### src/rtl/host_spi_slave_pkg.sv
// host_spi_slave_pkg
// Shared definitions for the SPI slave block: the frame state machine
// encoding, the depth of the input synchronizers and the default byte
// driven on MISO when the transmit FIFO has nothing to offer.
package host_spi_slave_pkg;

   typedef enum logic {
      IDLE   = 1'b0,
      ACTIVE = 1'b1
   } spi_state_e;

   localparam int         SYNC_STAGES       = 2;
   localparam logic [7:0] IDLE_BYTE_DEFAULT = 8'h00;

endpackage

### src/rtl/host_spi_slave_if.sv
// host_spi_slave_if
// Bundles the SPI pins, the receive FIFO consumer port, the upstream
// transmit FIFO port and the overflow flag of host_spi_slave.
//   slave  : view used by host_spi_slave
//   master : view used by whatever drives the SPI pins and the FIFOs
interface host_spi_slave_if #(
   parameter int RX_DEPTH = 8
);
   import host_spi_slave_pkg::*;

   localparam int LVL_W = $clog2(RX_DEPTH) + 1;

   logic             spi_cs_n;
   logic             spi_sclk;
   logic             spi_mosi;
   logic             spi_miso;
   logic             rx_fifo_rd_en;
   logic [7:0]       rx_fifo_din;
   logic             rx_fifo_empty;
   logic [LVL_W-1:0] rx_level;
   logic             tx_fifo_rd_en;
   logic [7:0]       tx_fifo_dout;
   logic             tx_fifo_empty;
   logic             rx_ovf_clr;
   logic             rx_overflow;

   modport slave (
      input  spi_cs_n, spi_sclk, spi_mosi, rx_fifo_rd_en,
             tx_fifo_dout, tx_fifo_empty, rx_ovf_clr,
      output spi_miso, rx_fifo_din, rx_fifo_empty, rx_level,
             tx_fifo_rd_en, rx_overflow
   );

   modport master (
      output spi_cs_n, spi_sclk, spi_mosi, rx_fifo_rd_en,
             tx_fifo_dout, tx_fifo_empty, rx_ovf_clr,
      input  spi_miso, rx_fifo_din, rx_fifo_empty, rx_level,
             tx_fifo_rd_en, rx_overflow
   );

endinterface

### src/rtl/host_spi_slave_byte_fifo.sv
// host_byte_fifo
// Byte FIFO with first-word fall-through head, used as the SPI receive queue.
//   clk, reset : system clock, synchronous active-high reset
//   push, din  : write strobe and byte; ignored when full unless popping
//   pop        : read strobe; ignored when empty
//   dout       : head byte (0 while empty)
//   empty/full : occupancy flags, level : number of stored bytes
module host_byte_fifo #(
   parameter int DEPTH = 8
) (
   input  logic                     clk,
   input  logic                     reset,
   input  logic                     push,
   input  logic [7:0]               din,
   input  logic                     pop,
   output logic [7:0]               dout,
   output logic                     empty,
   output logic                     full,
   output logic [$clog2(DEPTH):0]   level
);

   localparam int             AW      = $clog2(DEPTH);
   localparam int             LW      = AW + 1;
   localparam logic [LW-1:0]  DEPTH_L = LW'(DEPTH);
   localparam logic [LW-1:0]  LVL_ONE = LW'(1);
   localparam logic [AW-1:0]  PTR_ONE = AW'(1);

   logic [7:0]    mem_q [DEPTH];
   logic [7:0]    mem_d [DEPTH];
   logic [AW-1:0] wr_ptr_q, wr_ptr_d;
   logic [AW-1:0] rd_ptr_q, rd_ptr_d;
   logic [LW-1:0] level_q, level_d;
   logic          pop_ok_s;
   logic          push_ok_s;

   // Accept/reject decisions, next pointers, level and storage update.
   always_comb begin
      empty     = (level_q == {LW{1'b0}});
      full      = (level_q == DEPTH_L);
      pop_ok_s  = pop & ~empty;
      // A pop in the same cycle frees the slot a full FIFO needs.
      push_ok_s = push & (~full | pop_ok_s);
      mem_d     = mem_q;
      wr_ptr_d  = wr_ptr_q;
      rd_ptr_d  = rd_ptr_q;
      level_d   = level_q;
      if (push_ok_s) begin
         mem_d[wr_ptr_q] = din;
         wr_ptr_d        = wr_ptr_q + PTR_ONE;
      end else begin
         wr_ptr_d        = wr_ptr_q;
      end
      if (pop_ok_s) begin
         rd_ptr_d = rd_ptr_q + PTR_ONE;
      end else begin
         rd_ptr_d = rd_ptr_q;
      end
      case ({push_ok_s, pop_ok_s})
         2'b10:   level_d = level_q + LVL_ONE;
         2'b01:   level_d = level_q - LVL_ONE;
         default: level_d = level_q;
      endcase
      dout  = empty ? 8'h00 : mem_q[rd_ptr_q];
      level = level_q;
   end

   // Storage and pointer registers.
   always_ff @(posedge clk) begin
      if (reset) begin
         mem_q    <= '{default: 8'h00};
         wr_ptr_q <= {AW{1'b0}};
         rd_ptr_q <= {AW{1'b0}};
         level_q  <= {LW{1'b0}};
      end else begin
         mem_q    <= mem_d;
         wr_ptr_q <= wr_ptr_d;
         rd_ptr_q <= rd_ptr_d;
         level_q  <= level_d;
      end
   end

endmodule

### src/rtl/host_spi_slave.sv
// host_spi_slave
// SPI mode-0 slave clocked entirely by the system clock. CS, SCLK and MOSI
// are synchronized and edge-detected, so f_clk must be at least 8x f_sclk.
// Received bytes go into a byte FIFO; transmit bytes are pulled from an
// upstream FIFO at frame start and after every completed byte.
//   clk, reset : system clock, synchronous active-high reset
//   bus        : SPI pins, rx FIFO consumer port, tx FIFO port, overflow flag
module host_spi_slave
   import host_spi_slave_pkg::*;
#(
   parameter int         RX_DEPTH  = 8,
   parameter logic [7:0] IDLE_BYTE = IDLE_BYTE_DEFAULT
) (
   input  logic            clk,
   input  logic            reset,
   host_spi_slave_if.slave bus
);

   logic [SYNC_STAGES-1:0] cs_sync_q, cs_sync_d;
   logic [SYNC_STAGES-1:0] sclk_sync_q, sclk_sync_d;
   logic [SYNC_STAGES-1:0] mosi_sync_q, mosi_sync_d;
   logic                   cs_prev_q, cs_prev_d;
   logic                   sclk_prev_q, sclk_prev_d;
   spi_state_e             state_q, state_d;
   logic [2:0]             bit_cnt_q, bit_cnt_d;
   logic [7:0]             rx_shift_q, rx_shift_d;
   logic [7:0]             tx_shift_q, tx_shift_d;
   logic                   miso_q, miso_d;
   logic                   tx_rd_en_q, tx_rd_en_d;
   logic                   ovf_q, ovf_d;

   logic       cs_s, sclk_s, mosi_s;
   logic       cs_fall_s, cs_rise_s, sclk_rise_s, sclk_fall_s;
   logic       load_s, push_s, drop_s;
   logic [7:0] push_byte_s, tx_next_s;
   logic       fifo_empty_s, fifo_full_s;

   // Synchronizer shifting and edge detection on the synchronized copies.
   always_comb begin
      cs_sync_d   = {cs_sync_q[SYNC_STAGES-2:0],   bus.spi_cs_n};
      sclk_sync_d = {sclk_sync_q[SYNC_STAGES-2:0], bus.spi_sclk};
      mosi_sync_d = {mosi_sync_q[SYNC_STAGES-2:0], bus.spi_mosi};
      cs_s        = cs_sync_q[SYNC_STAGES-1];
      sclk_s      = sclk_sync_q[SYNC_STAGES-1];
      mosi_s      = mosi_sync_q[SYNC_STAGES-1];
      cs_prev_d   = cs_s;
      sclk_prev_d = sclk_s;
      cs_fall_s   = cs_prev_q & ~cs_s;
      cs_rise_s   = ~cs_prev_q & cs_s;
      sclk_rise_s = ~sclk_prev_q & sclk_s;
      sclk_fall_s = sclk_prev_q & ~sclk_s;
   end

   // Frame state machine, shifters and output next-state.
   always_comb begin
      state_d     = state_q;
      bit_cnt_d   = bit_cnt_q;
      rx_shift_d  = rx_shift_q;
      tx_shift_d  = tx_shift_q;
      load_s      = 1'b0;
      push_s      = 1'b0;
      push_byte_s = {rx_shift_q[6:0], mosi_s};
      tx_next_s   = bus.tx_fifo_empty ? IDLE_BYTE : bus.tx_fifo_dout;
      case (state_q)
         IDLE: begin
            if (cs_fall_s) begin
               state_d    = ACTIVE;
               bit_cnt_d  = 3'd0;
               load_s     = 1'b1;
               tx_shift_d = tx_next_s;
            end else begin
               state_d    = IDLE;
            end
         end
         ACTIVE: begin
            // CS release wins over any SCLK edge: partial rx bits are dropped.
            if (cs_rise_s) begin
               state_d   = IDLE;
               bit_cnt_d = 3'd0;
            end else if (sclk_rise_s) begin
               rx_shift_d = push_byte_s;
               bit_cnt_d  = bit_cnt_q + 3'd1;
               push_s     = (bit_cnt_q == 3'd7);
            end else if (sclk_fall_s) begin
               // Counter at 0 here means a byte just completed.
               if (bit_cnt_q == 3'd0) begin
                  load_s     = 1'b1;
                  tx_shift_d = tx_next_s;
               end else begin
                  tx_shift_d = {tx_shift_q[6:0], 1'b0};
               end
            end else begin
               state_d = ACTIVE;
            end
         end
         default: begin
            state_d   = IDLE;
            bit_cnt_d = 3'd0;
         end
      endcase
      // The upstream pop trails the load by one cycle; its head stays valid until then.
      tx_rd_en_d = load_s & ~bus.tx_fifo_empty;
      miso_d     = (state_d == ACTIVE) ? tx_shift_d[7] : 1'b0;
      drop_s     = push_s & fifo_full_s & ~(bus.rx_fifo_rd_en & ~fifo_empty_s);
      if (drop_s) begin
         ovf_d = 1'b1;
      end else if (bus.rx_ovf_clr) begin
         ovf_d = 1'b0;
      end else begin
         ovf_d = ovf_q;
      end
   end

   // Block state registers.
   always_ff @(posedge clk) begin
      if (reset) begin
         cs_sync_q   <= {SYNC_STAGES{1'b1}};
         sclk_sync_q <= {SYNC_STAGES{1'b0}};
         mosi_sync_q <= {SYNC_STAGES{1'b0}};
         cs_prev_q   <= 1'b1;
         sclk_prev_q <= 1'b0;
         state_q     <= IDLE;
         bit_cnt_q   <= 3'd0;
         rx_shift_q  <= 8'h00;
         tx_shift_q  <= 8'h00;
         miso_q      <= 1'b0;
         tx_rd_en_q  <= 1'b0;
         ovf_q       <= 1'b0;
      end else begin
         cs_sync_q   <= cs_sync_d;
         sclk_sync_q <= sclk_sync_d;
         mosi_sync_q <= mosi_sync_d;
         cs_prev_q   <= cs_prev_d;
         sclk_prev_q <= sclk_prev_d;
         state_q     <= state_d;
         bit_cnt_q   <= bit_cnt_d;
         rx_shift_q  <= rx_shift_d;
         tx_shift_q  <= tx_shift_d;
         miso_q      <= miso_d;
         tx_rd_en_q  <= tx_rd_en_d;
         ovf_q       <= ovf_d;
      end
   end

   host_byte_fifo #(
      .DEPTH (RX_DEPTH)
   ) u_rx_fifo (
      .clk   (clk),
      .reset (reset),
      .push  (push_s),
      .din   (push_byte_s),
      .pop   (bus.rx_fifo_rd_en),
      .dout  (bus.rx_fifo_din),
      .empty (fifo_empty_s),
      .full  (fifo_full_s),
      .level (bus.rx_level)
   );

   assign bus.rx_fifo_empty = fifo_empty_s;
   assign bus.spi_miso      = miso_q;
   assign bus.tx_fifo_rd_en = tx_rd_en_q;
   assign bus.rx_overflow   = ovf_q;

endmodule

### src/flat_wrapper.sv
// flat-port wrapper written by rule: the top's interface ports become plain ports
module host_spi_slave_flat import host_spi_slave_pkg::*;
#(
   parameter int         RX_DEPTH  = 8,
   parameter logic [7:0] IDLE_BYTE = IDLE_BYTE_DEFAULT
)
  (clk, reset, bus_spi_cs_n, bus_spi_sclk, bus_spi_mosi, bus_rx_fifo_rd_en, bus_tx_fifo_dout, bus_tx_fifo_empty, bus_rx_ovf_clr, bus_spi_miso, bus_rx_fifo_din, bus_rx_fifo_empty, bus_rx_level, bus_tx_fifo_rd_en, bus_rx_overflow);
  host_spi_slave_if #(.RX_DEPTH(RX_DEPTH)) bus_i ();
  input  logic clk;
  input  logic reset;
  input wire logic [$bits(bus_i.spi_cs_n)-1:0] bus_spi_cs_n;
  input wire logic [$bits(bus_i.spi_sclk)-1:0] bus_spi_sclk;
  input wire logic [$bits(bus_i.spi_mosi)-1:0] bus_spi_mosi;
  input wire logic [$bits(bus_i.rx_fifo_rd_en)-1:0] bus_rx_fifo_rd_en;
  input wire logic [$bits(bus_i.tx_fifo_dout)-1:0] bus_tx_fifo_dout;
  input wire logic [$bits(bus_i.tx_fifo_empty)-1:0] bus_tx_fifo_empty;
  input wire logic [$bits(bus_i.rx_ovf_clr)-1:0] bus_rx_ovf_clr;
  output wire logic [$bits(bus_i.spi_miso)-1:0] bus_spi_miso;
  output wire logic [$bits(bus_i.rx_fifo_din)-1:0] bus_rx_fifo_din;
  output wire logic [$bits(bus_i.rx_fifo_empty)-1:0] bus_rx_fifo_empty;
  output wire logic [$bits(bus_i.rx_level)-1:0] bus_rx_level;
  output wire logic [$bits(bus_i.tx_fifo_rd_en)-1:0] bus_tx_fifo_rd_en;
  output wire logic [$bits(bus_i.rx_overflow)-1:0] bus_rx_overflow;
  assign bus_i.spi_cs_n = bus_spi_cs_n;
  assign bus_i.spi_sclk = bus_spi_sclk;
  assign bus_i.spi_mosi = bus_spi_mosi;
  assign bus_i.rx_fifo_rd_en = bus_rx_fifo_rd_en;
  assign bus_i.tx_fifo_dout = bus_tx_fifo_dout;
  assign bus_i.tx_fifo_empty = bus_tx_fifo_empty;
  assign bus_i.rx_ovf_clr = bus_rx_ovf_clr;
  assign bus_spi_miso = bus_i.spi_miso;
  assign bus_rx_fifo_din = bus_i.rx_fifo_din;
  assign bus_rx_fifo_empty = bus_i.rx_fifo_empty;
  assign bus_rx_level = bus_i.rx_level;
  assign bus_tx_fifo_rd_en = bus_i.tx_fifo_rd_en;
  assign bus_rx_overflow = bus_i.rx_overflow;
  host_spi_slave #(.RX_DEPTH(RX_DEPTH), .IDLE_BYTE(IDLE_BYTE)) u_core (.clk(clk), .reset(reset), .bus(bus_i));
endmodule
### config.mk
export PLATFORM = sky130hd
export DESIGN_NAME = host_spi_slave_flat
export DESIGN_NICKNAME = d
export VERILOG_FILES = /design/src/rtl/host_spi_slave_pkg.sv /design/src/rtl/host_spi_slave_if.sv /design/src/rtl/host_spi_slave_byte_fifo.sv /design/src/rtl/host_spi_slave.sv /design/src/flat_wrapper.sv
export SDC_FILE = /design/constraint.sdc
export NUM_CORES = 1
export LEC_CHECK = 0
export BUFFER_PORTS_ARGS = -buffer_cell sky130_fd_sc_hd__buf_2
export CELL_PAD_IN_SITES_DETAIL_PLACEMENT = 1
export CELL_PAD_IN_SITES_GLOBAL_PLACEMENT = 2
export CORE_MARGIN = 1
export CORE_UTILIZATION = 40
export CTS_BUF_LIST = sky130_fd_sc_hd__clkbuf_8 sky130_fd_sc_hd__clkbuf_16
export DETAILED_ROUTE_END_ITERATION = 10
export PLACE_DENSITY = 0.84
export SLEW_MARGIN = 20
export SYNTH_ARGS = -nofsm -noshare
export SYNTH_HDL_FRONTEND = slang
export SYNTH_SLANG_ARGS = --single-unit
### constraint.sdc
create_clock -name clk -period 3 [get_ports clk]
set_input_delay 0.15 -clock clk [delete_from_list [all_inputs] [get_ports clk]]
set_output_delay 0.15 -clock clk [all_outputs]
set_load 0.02 [all_outputs]
==> impl_metrics.csv, run 1 <==
group,metric,value,unit
route,dr.pass1.iters,7,
critical_path,arrival,2900,ps
timing,rsz0062_at_grt,"false",
power,sequentialPowerShare,0.507,
logic_synthesis,yosysUniqueCellTypes,46,
power,sw_frac_of_total,0.215,
critical_path,regToRegSetupSlack,370,ps
floorplanning,coreArea,11600,sq um
power,power.total,2750,uW
route,ant_nets,0,
route,wl_per_cell,17.8,um
critical_path,crit_required,3280,ps
power,pwr-share-clk,0.464,
clock_network,cts_buffer_depth,2,
floorplanning,rows,39,
grt,grt_pass1_vias,3640,
floorplanning,die_h,112,um
grt,globalRouteOverflowTotal,0,
clock_network,cts_root_buf,"clkbuf_16",
route,wirelength,11000,um
floorplanning,boundaryPins,32,
clock_network,clkTransAtPathRegs,70,ps
logic_synthesis,synth-edff-count,0,
logic_synthesis,synth-seq-cells,104,
final_layout,area_delta_synth_final,12.3,%
logic_synthesis,yosys_warnings,0,
logic_synthesis,syn_avg_cell_area,10.6,sq um
timing,setup_tns,0,ps
grt,grt_first_pass_wirelength,18700,um
clock_network,clock_latency,350,ps
floorplanning,initial_core_util,0.415,
final_layout,final_layout_size_suffix_gt1_frac,0.182,
timing,hold_viol_final,0,
logic_synthesis,async_reset_ff_frac,0,
power,pwr-share-comb,0.029,
floorplanning,die_area,12400,sq um
grt,antenna_found_initial,0,
timing,fin_crit,2630,ps
timing,slew_headroom,0.461,
logic_synthesis,ys_seq_area_frac,0.434,
logic_synthesis,yosys.area.top_type_share,0.434,
critical_path,critPathLaunchType,"register",
power,p_switching,593,uW
timing,drv_slew,0,
run,drv_cap,0,
route,wl_met1,5040,um
final_layout,nets,496,
status,violations,"design-rule violations",
timing,worst_pin_slew,809,ps
power,p_int,2160,uW
logic_synthesis,syn_nets,478,
route,vias,3314,
grt,grt_max_degree,55,
final_layout,final_cell_mix,"dfxtp_1 (104), mux2i_1 (81), nand2b_1 (76), nor2_1 (32), buf_2 (31)",
route,drc,2,
status,status,"complete, but fails checks",
logic_synthesis,synthFlopType,"dfxtp_1",
placement,dp_hpwl,7340,um
final_layout,final_common_cell,"dfxtp_1",
grt,groute.usage.overall,0.194,
final_layout,fillers,1272,
route,met3_length,277,um
critical_path,crit_path_end_kind,"register",
critical_path,critical_path_class,"reg2reg",
clock_network,cts_resized,0,
clock_network,tritoncts,"built",
timing,post-route-period-util,0.875,
clock_network,numCtsBuffers,9,
logic_synthesis,yosys-top-cells-area,"dfxtp_1 (43%), mux2i_1 (17%), nand2b_1 (9.9%), mux4_2 (7.5%), nor2_1 (2.5%)",
logic_synthesis,synth_top_area_cell,"dfxtp_1",
timing,max_freq,381,MHz
critical_path,crit_fanout,6,
timing,skew,10.2,ps
logic_synthesis,netlist_area,4800,sq um
final_layout,num_antenna_cells,0,
worst_hold_path,hp-class,"in2reg",
power,vdd_ir_drop_max,0.000348,V
power,power_density,511,nW/um^2
route,dr.max_layer_used,"met4",
route,first_iter_violations,96,
clock_network,clock-sinks,104,
route,avgViaCountPerCell,5.35,
timing,setup_viol,0,
route,dr_wl_met2,5500,um
clock_network,htree_levels,3,
power,leakage,0.00233,uW
floorplanning,die_x,112,um
placement,io_buffers,31,
logic_synthesis,syn_inst,454,
placement,gp_routability_congestion,0.755,
-- kinds of logic after synthesis --
logic type / share of synthesized area
AOI/OAI and AO/OA: 0.0420
xor gates and xnor gates: 0.0110
adders and majority gates: 0.0209
muxes: 0.246
and+or+nand+nor: 0.201
DFF: 0.434
buffers and inverters: 0.0448
-- Yosys cell counts (2+ instances only) --
cell and n:
a21oi_1 11, a221oi_1 6, buf_1 11, buf_2 4, buf_4 4, buf_6 3
clkbuf_1 17, dfxtp_1 104, ha_1 8, inv_1 4, mux2i_1 81, mux4_2 16
nand2_1 6, nand2b_1 76, nand3_1 7, nand3_2 2, nand3b_1 3, nand4_1 2
nand4b_1 3, nor2_1 32, nor2b_1 11, nor3_1 6, o2111ai_1 2, o21ai_0 5
or2_2 3, or3_1 3, xnor2_1 2, xor2_1 4
-- final cells by class --
| type | instances | area, sq um | share of cell area |
|---|---|---|---|
| Inverter | 5 | 26.3 | 0.00488 |
| Tap cell | 143 | 179 | 0.0332 |
| Timing Repair Buffer | 46 | 273 | 0.0506 |
| Clock buffer | 9 | 225 | 0.0418 |
| Multi-Input combinational cell | 306 | 2510 | 0.465 |
| Sequential cell | 104 | 2080 | 0.386 |
| Clock inverter | 7 | 95.1 | 0.0176 |
-- flip-flops by register name, summed over array words and instances, names as in the netlist --
signal,cells
u_core.tx_shift_q,8
u_core.u_rx_fifo.mem_q,64
u_core.cs_sync_q,2
u_core.bus.rx_overflow,1
u_core.bus.tx_fifo_rd_en,1
u_core.u_rx_fifo.wr_ptr_q,3
u_core.sclk_prev_q,1
u_core.u_rx_fifo.level,4
u_core.cs_prev_q,1
u_core.bus.spi_miso,1
u_core.bit_cnt_q,3
u_core.mosi_sync_q,2
u_core.sclk_sync_q,2
u_core.u_rx_fifo.rd_ptr_q,3
u_core.state_q,1
u_core.rx_shift_q,7
-- path summary, 6_finish.rpt --
kind | end | cells after the start | start
setup / recovery | u_core.u_rx_fifo.level[2] | 12 | u_core.bit_cnt_q[1]
hold / removal | u_core.sclk_sync_q[0] | 2 | bus_spi_sclk
setup reg to reg | u_core.u_rx_fifo.level[2] | 12 | u_core.bit_cnt_q[1]
hold reg to reg | u_core.cs_sync_q[1] | 1 | u_core.cs_sync_q[0]
-- power groups by stage --
| stage | Clock (uW) | Combinational, uW | Sequential (uW) |
|---|---|---|---|
| 2_1_floorplan | 0 | 53.9 | 1430 |
| 3_3_place_gp | 0 | 77.2 | 1430 |
| 3_5_place_dp | 0 | 79.0 | 1430 |
| 4_1_cts | 1300 | 81.5 | 1400 |
| 5_1_grt | 1350 | 90.4 | 1400 |
| 6_report | 1280 | 80.8 | 1400 |
-- metal layers --
metal,track usage,vias to the layer above
met4,0.0784,0
met5,0,-
met2,0.342,36
met3,0.0386,18
met1,0.231,1656
li1,-,1604
-- worst max-delay path, cell delays in order (launching register included) --
cell,delay (ps)
dfxtp_1,360
ha_1,170
ha_1,140
and3b_1,170
o2111a_1,310
inv_8,50
ha_1,250
xor2_1,170
ha_1,190
a21oi_1,150
xor2_1,100
or3_1,310
a21oi_1,160
-- per-stage QoR --
| stage | cells | hold WS [ps] | area, sq um | utilization | setup slack (ps) |
|---|---|---|---|---|---|
| after floorplan | 454 | 254 | 4800 | - | 473 |
| after global placement | 602 | 337 | 5050 | 0.436 | 534 |
| after detailed placement | 602 | 348 | 5050 | 0.436 | 356 |
| after CTS | 620 | 13.2 | 5390 | 0.466 | 349 |
| after global routing | 620 | 21.9 | 5390 | 0.466 | 193 |
| final | 620 | 16.9 | 5390 | 0.466 | 374 |
-- timing repair --
action                     CTS  global route
setup endpoints to repair    0             0
hold endpoints to repair     2             0
hold buffers                 2             0
buffers inserted             0             0
Note: power is estimated with default switching activity, not from simulation.
==> inputs of run 2 (changes only) <==
--- a/config.mk
+++ b/config.mk
@@ -9,10 +9,11 @@
 export CELL_PAD_IN_SITES_DETAIL_PLACEMENT = 1
 export CELL_PAD_IN_SITES_GLOBAL_PLACEMENT = 2
 export CORE_MARGIN = 1
-export CORE_UTILIZATION = 40
+export CORE_UTILIZATION = 30
 export CTS_BUF_LIST = sky130_fd_sc_hd__clkbuf_8 sky130_fd_sc_hd__clkbuf_16
+export CTS_CLUSTER_SIZE = 25
 export DETAILED_ROUTE_END_ITERATION = 10
-export PLACE_DENSITY = 0.84
+export PLACE_DENSITY = 0.67
 export SLEW_MARGIN = 20
 export SYNTH_ARGS = -nofsm -noshare
 export SYNTH_HDL_FRONTEND = slang
==> run 2 against run 1 <==
  * Total power grew 3.3%
  * Sequential power is essentially flat
  * Largest cell class unchanged
  * Highest routed layer unchanged
  * The flow now finishes without violations
  * Critical endpoint unchanged
  * Maximum frequency grew 3.6%
  * Critical path type unchanged
  * Sequential share of layout area shrank 0.93 points
  * Clock power grew 7%
  * Clock skew grew 1.4 ps
  * Register-to-register slack gained 90 ps
  * Cell area grew 2.5%
==> impl_metrics.csv, run 2 (synthesis results as in run 1) <==
group,metric,value,unit
power,pwr-share-comb,0.029,
power,power.total,2850,uW
timing,setup_tns,0,ps
clock_network,clkTransAtPathRegs,60,ps
worst_hold_path,min_from,"bus_tx_fifo_dout[0]",
final_layout,num_antenna_cells,0,
clock_network,htree_levels,3,
route,first_iter_violations,127,
clock_network,cts_root_buf,"clkbuf_16",
route,vias,3324,
route,avgViaCountPerCell,4.82,
critical_path,rr_startpoint,"u_core.u_rx_fifo.level[1]",
clock_network,post_cts_buffers,0,
floorplanning,die_h,128,um
power,power_density,515,nW/um^2
critical_path,crit_required,3280,ps
grt,antenna_found_initial,0,
timing,setup_ws,465,ps
timing,setup_viol,0,
power,vdd_ir_drop_max,0.000306,V
placement,dp_hpwl,7560,um
floorplanning,die_x,128,um
route,wl_per_cell,16.4,um
status,status,"finished clean",
route,drc,0,
timing,drv_slew,0,
power,leakage,0.00236,uW
worst_hold_path,whs_path_depth,3,
timing,post-route-period-util,0.845,
floorplanning,initial_core_util,0.311,
final_layout,largest_register_ffs,64,
final_layout,fillers,1735,
timing,fin_crit,2540,ps
final_layout,final_layout_size_suffix_gt1_frac,0.180,
timing,max_freq,394,MHz
power,pwr-share-clk,0.480,
power,sw_frac_of_total,0.204,
critical_path,crit_path_end_kind,"register",
placement,gp_routability_congestion,0.742,
grt,groute.usage.overall,0.152,
worst_hold_path,hp-class,"in2reg",
power,sequentialPowerShare,0.491,
run,drv_cap,0,
critical_path,cp_slowest_cell,"or3_1",
timing,worst_pin_slew,695,ps
timing,skew,11.6,ps
timing,rsz0062_at_grt,"false",
clock_network,clock-sinks,104,
clock_network,numCtsBuffers,9,
grt,grt_first_pass_wirelength,19000,um
critical_path,regToRegSetupSlack,460,ps
floorplanning,rows,45,
floorplanning,boundaryPins,32,
power,p_int,2270,uW
critical_path,r2r_cells,10,
floorplanning,coreArea,15400,sq um
placement,pre_cts_slack,458,ps
critical_path,arrival,2820,ps
critical_path,critical_path_class,"reg2reg",
grt,globalRouteOverflowTotal,0,
route,ant_nets,0,
critical_path,worstPathCellList,"or3_1, o2111a_1, inv_8, ha_1, xor2_1, ha_1, a21oi_1, xor2_1, or3_1, a21oi_1",
worst_hold_path,whs_endpoint,"u_core.tx_shift_q[0]",
route,wirelength,11300,um
critical_path,r2r-end,"u_core.u_rx_fifo.level[2]",
final_layout,final_common_cell,"dfxtp_1",
grt,grt_pass1_vias,3587,
power,p_switching,580,uW
route,dr.pass1.iters,4,
critical_path,critPathLaunchType,"register",
clock_network,clock_latency,360,ps
timing,hold_viol_final,0,
final_layout,top_register,"u_core.u_rx_fifo.mem_q",
final_layout,final_cell_mix,"dfxtp_1 (104), mux2i_1 (81), nand2b_1 (76), nor2_1 (32), buf_2 (31)",
final_layout,area_delta_synth_final,15.0,%
final_layout,nets,497,
placement,io_buffers,31,
timing,slew_headroom,0.535,
critical_path,crit_path_max_incr_delay,410,ps
clock_network,cts_buffer_depth,2,
grt,grt_max_degree,56,
final_layout,reg_top3,"u_core.u_rx_fifo.mem_q (64), u_core.tx_shift_q (8), u_core.rx_shift_q (7)",
critical_path,crit_fanout,9,
floorplanning,die_area,16500,sq um
clock_network,tritoncts,"built",
run 2: worst max-delay path, delay by kind of cell (launching register included):
family | cells | cell delay [ps]
xor+xnor | 2 | 330
compound gates | 3 | 530
fa+ha+maj | 2 | 410
buf+inv | 1 | 90
simple gates | 2 | 710
flops | 1 | 390
run 2: power groups by stage:
stage	Sequential, uW	Combinational, uW	Clock (uW)
after floorplan	1430	53.9	0
after detailed placement	1430	80.9	0
after CTS	1400	84.3	1410
final	1400	82.4	1370
after global routing	1400	91.9	1450
after global placement	1430	79.5	0
run 2: area by class of cell:
cell class,instances,area [sq um],area share
inverters,5,26.3,0.00476
repair buffers,47,295,0.0535
multi-input cells,306,2510,0.454
clock buffers,10,239,0.0433
well taps,211,264,0.0478
flip-flops and latches,104,2080,0.377
clock inverters,6,106,0.0193
run 2: timing repair:
action,4_1_cts,5_1_grt
hold buffers,3,0
hold endpoints to repair,3,0
gates resized for setup,0,0
run 2: worst max-delay path by stage:
stage	start	end	slack, ps	cells past startpoint
floorplan	u_core.u_rx_fifo.level[1]	u_core.u_rx_fifo.level[2]	470	12
global placement	u_core.bit_cnt_q[0]	u_core.u_rx_fifo.level[2]	510	12
detailed placement	u_core.u_rx_fifo.level[1]	u_core.u_rx_fifo.level[2]	460	10
CTS	u_core.u_rx_fifo.level[1]	u_core.u_rx_fifo.level[2]	430	10
global route	u_core.bit_cnt_q[0]	u_core.u_rx_fifo.level[2]	260	12
finish	u_core.u_rx_fifo.level[1]	u_core.u_rx_fifo.level[2]	460	10
run 2: per-layer routing:
layer	wire length, um	global-route usage
met5	0	0
met4	182	0.0581
met3	258	0.0341
met2	5610	0.264
met1	5270	0.183
run 2: through the flow:
stage | cell area (sq um) | std cells | hold WS (ps) | utilization
after floorplan | 4800 | 454 | 254 | -
after global placement | 5140 | 670 | 337 | 0.333
after detailed placement | 5140 | 670 | 347 | 0.333
after CTS | 5520 | 689 | 44.2 | 0.358
after global routing | 5520 | 689 | 53.9 | 0.358
final | 5520 | 689 | 58.9 | 0.358
==> inputs of run 3 (changes only) <==
--- a/config.mk
+++ b/config.mk
@@ -13,7 +13,7 @@
 export CTS_BUF_LIST = sky130_fd_sc_hd__clkbuf_8 sky130_fd_sc_hd__clkbuf_16
 export CTS_CLUSTER_SIZE = 25
 export DETAILED_ROUTE_END_ITERATION = 10
-export PLACE_DENSITY = 0.67
+export PLACE_DENSITY = 0.7
 export SLEW_MARGIN = 20
 export SYNTH_ARGS = -nofsm -noshare
 export SYNTH_HDL_FRONTEND = slang
==> constraint.sdc (replaced) <==
create_clock -name clk -period 2.1 [get_ports clk]
set_input_delay 0.105 -clock clk [delete_from_list [all_inputs] [get_ports clk]]
set_output_delay 0.105 -clock clk [all_outputs]
set_load 0.02 [all_outputs]
==> run 3 against run 2 <==
  * The flow now finishes with violations (negative setup slack)
  * Maximum frequency grew 9.5%
  * Cell area grew 6.8%
  * Setup slack got worse by 680 ps
  * First-iteration DRC count down 39%
  * Critical endpoint unchanged
  * Cell count up 4.5%
==> impl_metrics.csv, run 3 (synthesis results as in run 1) <==
group,metric,value,unit
critical_path,critPathLaunchType,"register",
floorplanning,rows,45,
timing,post-route-period-util,1.10,
critical_path,critical_path_class,"reg2reg",
final_layout,final_common_cell,"dfxtp_1",
power,vdd_ir_drop_max,0.000338,V
timing,rsz0062_at_grt,"true",
power,pwr-share-clk,0.476,
power,leakage,0.00252,uW
grt,grt_max_degree,48,
critical_path,crit_required,2380,ps
clock_network,clock_latency,350,ps
route,wl_per_cell,16.2,um
clock_network,htree_levels,3,
placement,dp_hpwl,7910,um
placement,gp_routability_congestion,0.757,
route,vias,3407,
critical_path,arrival,2600,ps
final_layout,multi_input_area,2600,sq um
route,first_iter_violations,78,
final_layout,num_antenna_cells,0,
floorplanning,die_area,16500,sq um
worst_hold_path,hp-class,"in2reg",
timing,hold_viol_final,0,
power,p_int,3180,uW
final_layout,reg_top3,"u_core.u_rx_fifo.mem_q (64), u_core.tx_shift_q (8), u_core.rx_shift_q (7)",
final_layout,largest_register_ffs,64,
final_layout,top_register,"u_core.u_rx_fifo.mem_q",
route,ant_nets,0,
placement,pre_cts_slack,-334,ps
grt,antenna_found_initial,0,
clock_network,clock-sinks,104,
clock_network,numCtsBuffers,9,
floorplanning,boundaryPins,32,
critical_path,crit_path_end_kind,"register",
clock_network,tritoncts,"built",
timing,worst_pin_slew,704,ps
final_layout,fillers,1725,
floorplanning,die_h,128,um
power,sequentialPowerShare,0.492,
timing,drv_slew,0,
route,dr.pass1.iters,4,
power,pwr-share-comb,0.032,
route,wirelength,11700,um
final_layout,seq_area,2090,sq um
final_layout,final_layout_size_suffix_gt1_frac,0.263,
critical_path,crit_fanout,3,
grt,grt_first_pass_wirelength,18900,um
run,drv_cap,0,
timing,skew,6.59,ps
timing,setup_tns,-429,ps
timing,fin_crit,2310,ps
clock_network,clkTransAtPathRegs,70,ps
placement,io_buffers,31,
timing,setup_ws,-215,ps
final_layout,area_delta_synth_final,22.8,%
status,violations,"negative setup slack",
status,status,"complete, but fails checks",
grt,grt_pass1_vias,3602,
timing,slew_headroom,0.531,
power,power.total,4040,uW
timing,setup_viol,2,
final_layout,postLayoutCoreUtil,0.382,
clock_network,cts_buffer_depth,2,
floorplanning,initial_core_util,0.311,
grt,globalRouteOverflowTotal,0,
final_layout,nets,528,
final_layout,final_cell_mix,"dfxtp_1 (99), mux2i_1 (81), nand2b_1 (76), buf_4 (36), nor2_1 (32)",
route,avgViaCountPerCell,4.73,
power,sw_frac_of_total,0.213,
timing,max_freq,432,MHz
timing,hold_ws,21.2,ps
floorplanning,die_x,128,um
power,power_density,686,nW/um^2
power,p_switching,863,uW
floorplanning,coreArea,15400,sq um
route,drc,0,
clock_network,cts_root_buf,"clkbuf_16",
grt,groute.usage.overall,0.149,
==> run 3: cell types whose count changed in the layout (fill, tap and decap cells not counted), sizes merged <==
cell | previous run | this run
dlygate4sd3 | 3 | 4
bufinv | 3 | 2
buf | 44 | 74
clkinv | 0 | 1
==> run 3: worst paths after layout <==
| kind | startpoint | end | slack (ps) | cells after the start |
|---|---|---|---|---|
| setup reg to reg | u_core.bit_cnt_q[0] | u_core.u_rx_fifo.level[2] | -210 | 12 |
| setup / recovery | u_core.bit_cnt_q[0] | u_core.u_rx_fifo.level[2] | -210 | 12 |
| hold reg to reg | u_core.cs_sync_q[0] | u_core.cs_sync_q[1] | 440 | 1 |
| hold / removal | bus_rx_ovf_clr | u_core.bus.rx_overflow | 20 | 3 |
==> run 3: worst max-delay path, stage by stage (launching register included) <==
cell      delay [ps]
dfxtp_2          360
ha_4             140
ha_4             110
and3b_1          170
o2111a_2         270
inv_8             50
ha_4             160
xor2_2           150
ha_2             190
a21oi_2          120
xor2_1            90
or3_1            310
a21oi_1          130
==> run 3: layout make-up <==
class,count,area share
Clock buffer,10,0.0425
Tap cell,211,0.0448
Timing Repair Buffer,78,0.0968
Inverter,5,0.00446
Sequential cell,104,0.355
Multi-Input combinational cell,306,0.441
Clock inverter,6,0.0159
==> run 3: through the flow <==
step | instances | cell area (sq um)
final | 720 | 5890
after global routing | 720 | 5890
after detailed placement | 694 | 5370
after CTS | 716 | 5810
after global placement | 694 | 5370
after floorplan | 454 | 4820
==> run 3: power groups by stage <==
stage	clock, uW	combinational (uW)	sequential, uW
2_1_floorplan	0	77.0	2040
3_5_place_dp	0	123	2040
6_report	1920	129	1990
4_1_cts	1980	130	1990
3_3_place_gp	0	120	2040
5_1_grt	2060	142	1990
==> run 3: metal layers <==
metal	vias to the layer above	wire length, um	GRT usage
li1	1675	-	-
met1	1695	5580	0.191
met2	23	5710	0.252
met3	14	198	0.0241
met4	0	178	0.0561
met5	-	0	0
==> run 3: what timing repair did <==
item | in CTS | in global routing
pin swaps | 6 | 6
buffers inserted | 2 | 4
resized for setup | 9 | 11
cloned | 0 | 0
setup endpoints to repair | 12 | 11
endpoints found under the hold margin | 4 | 0
hold buffers | 4 | 0
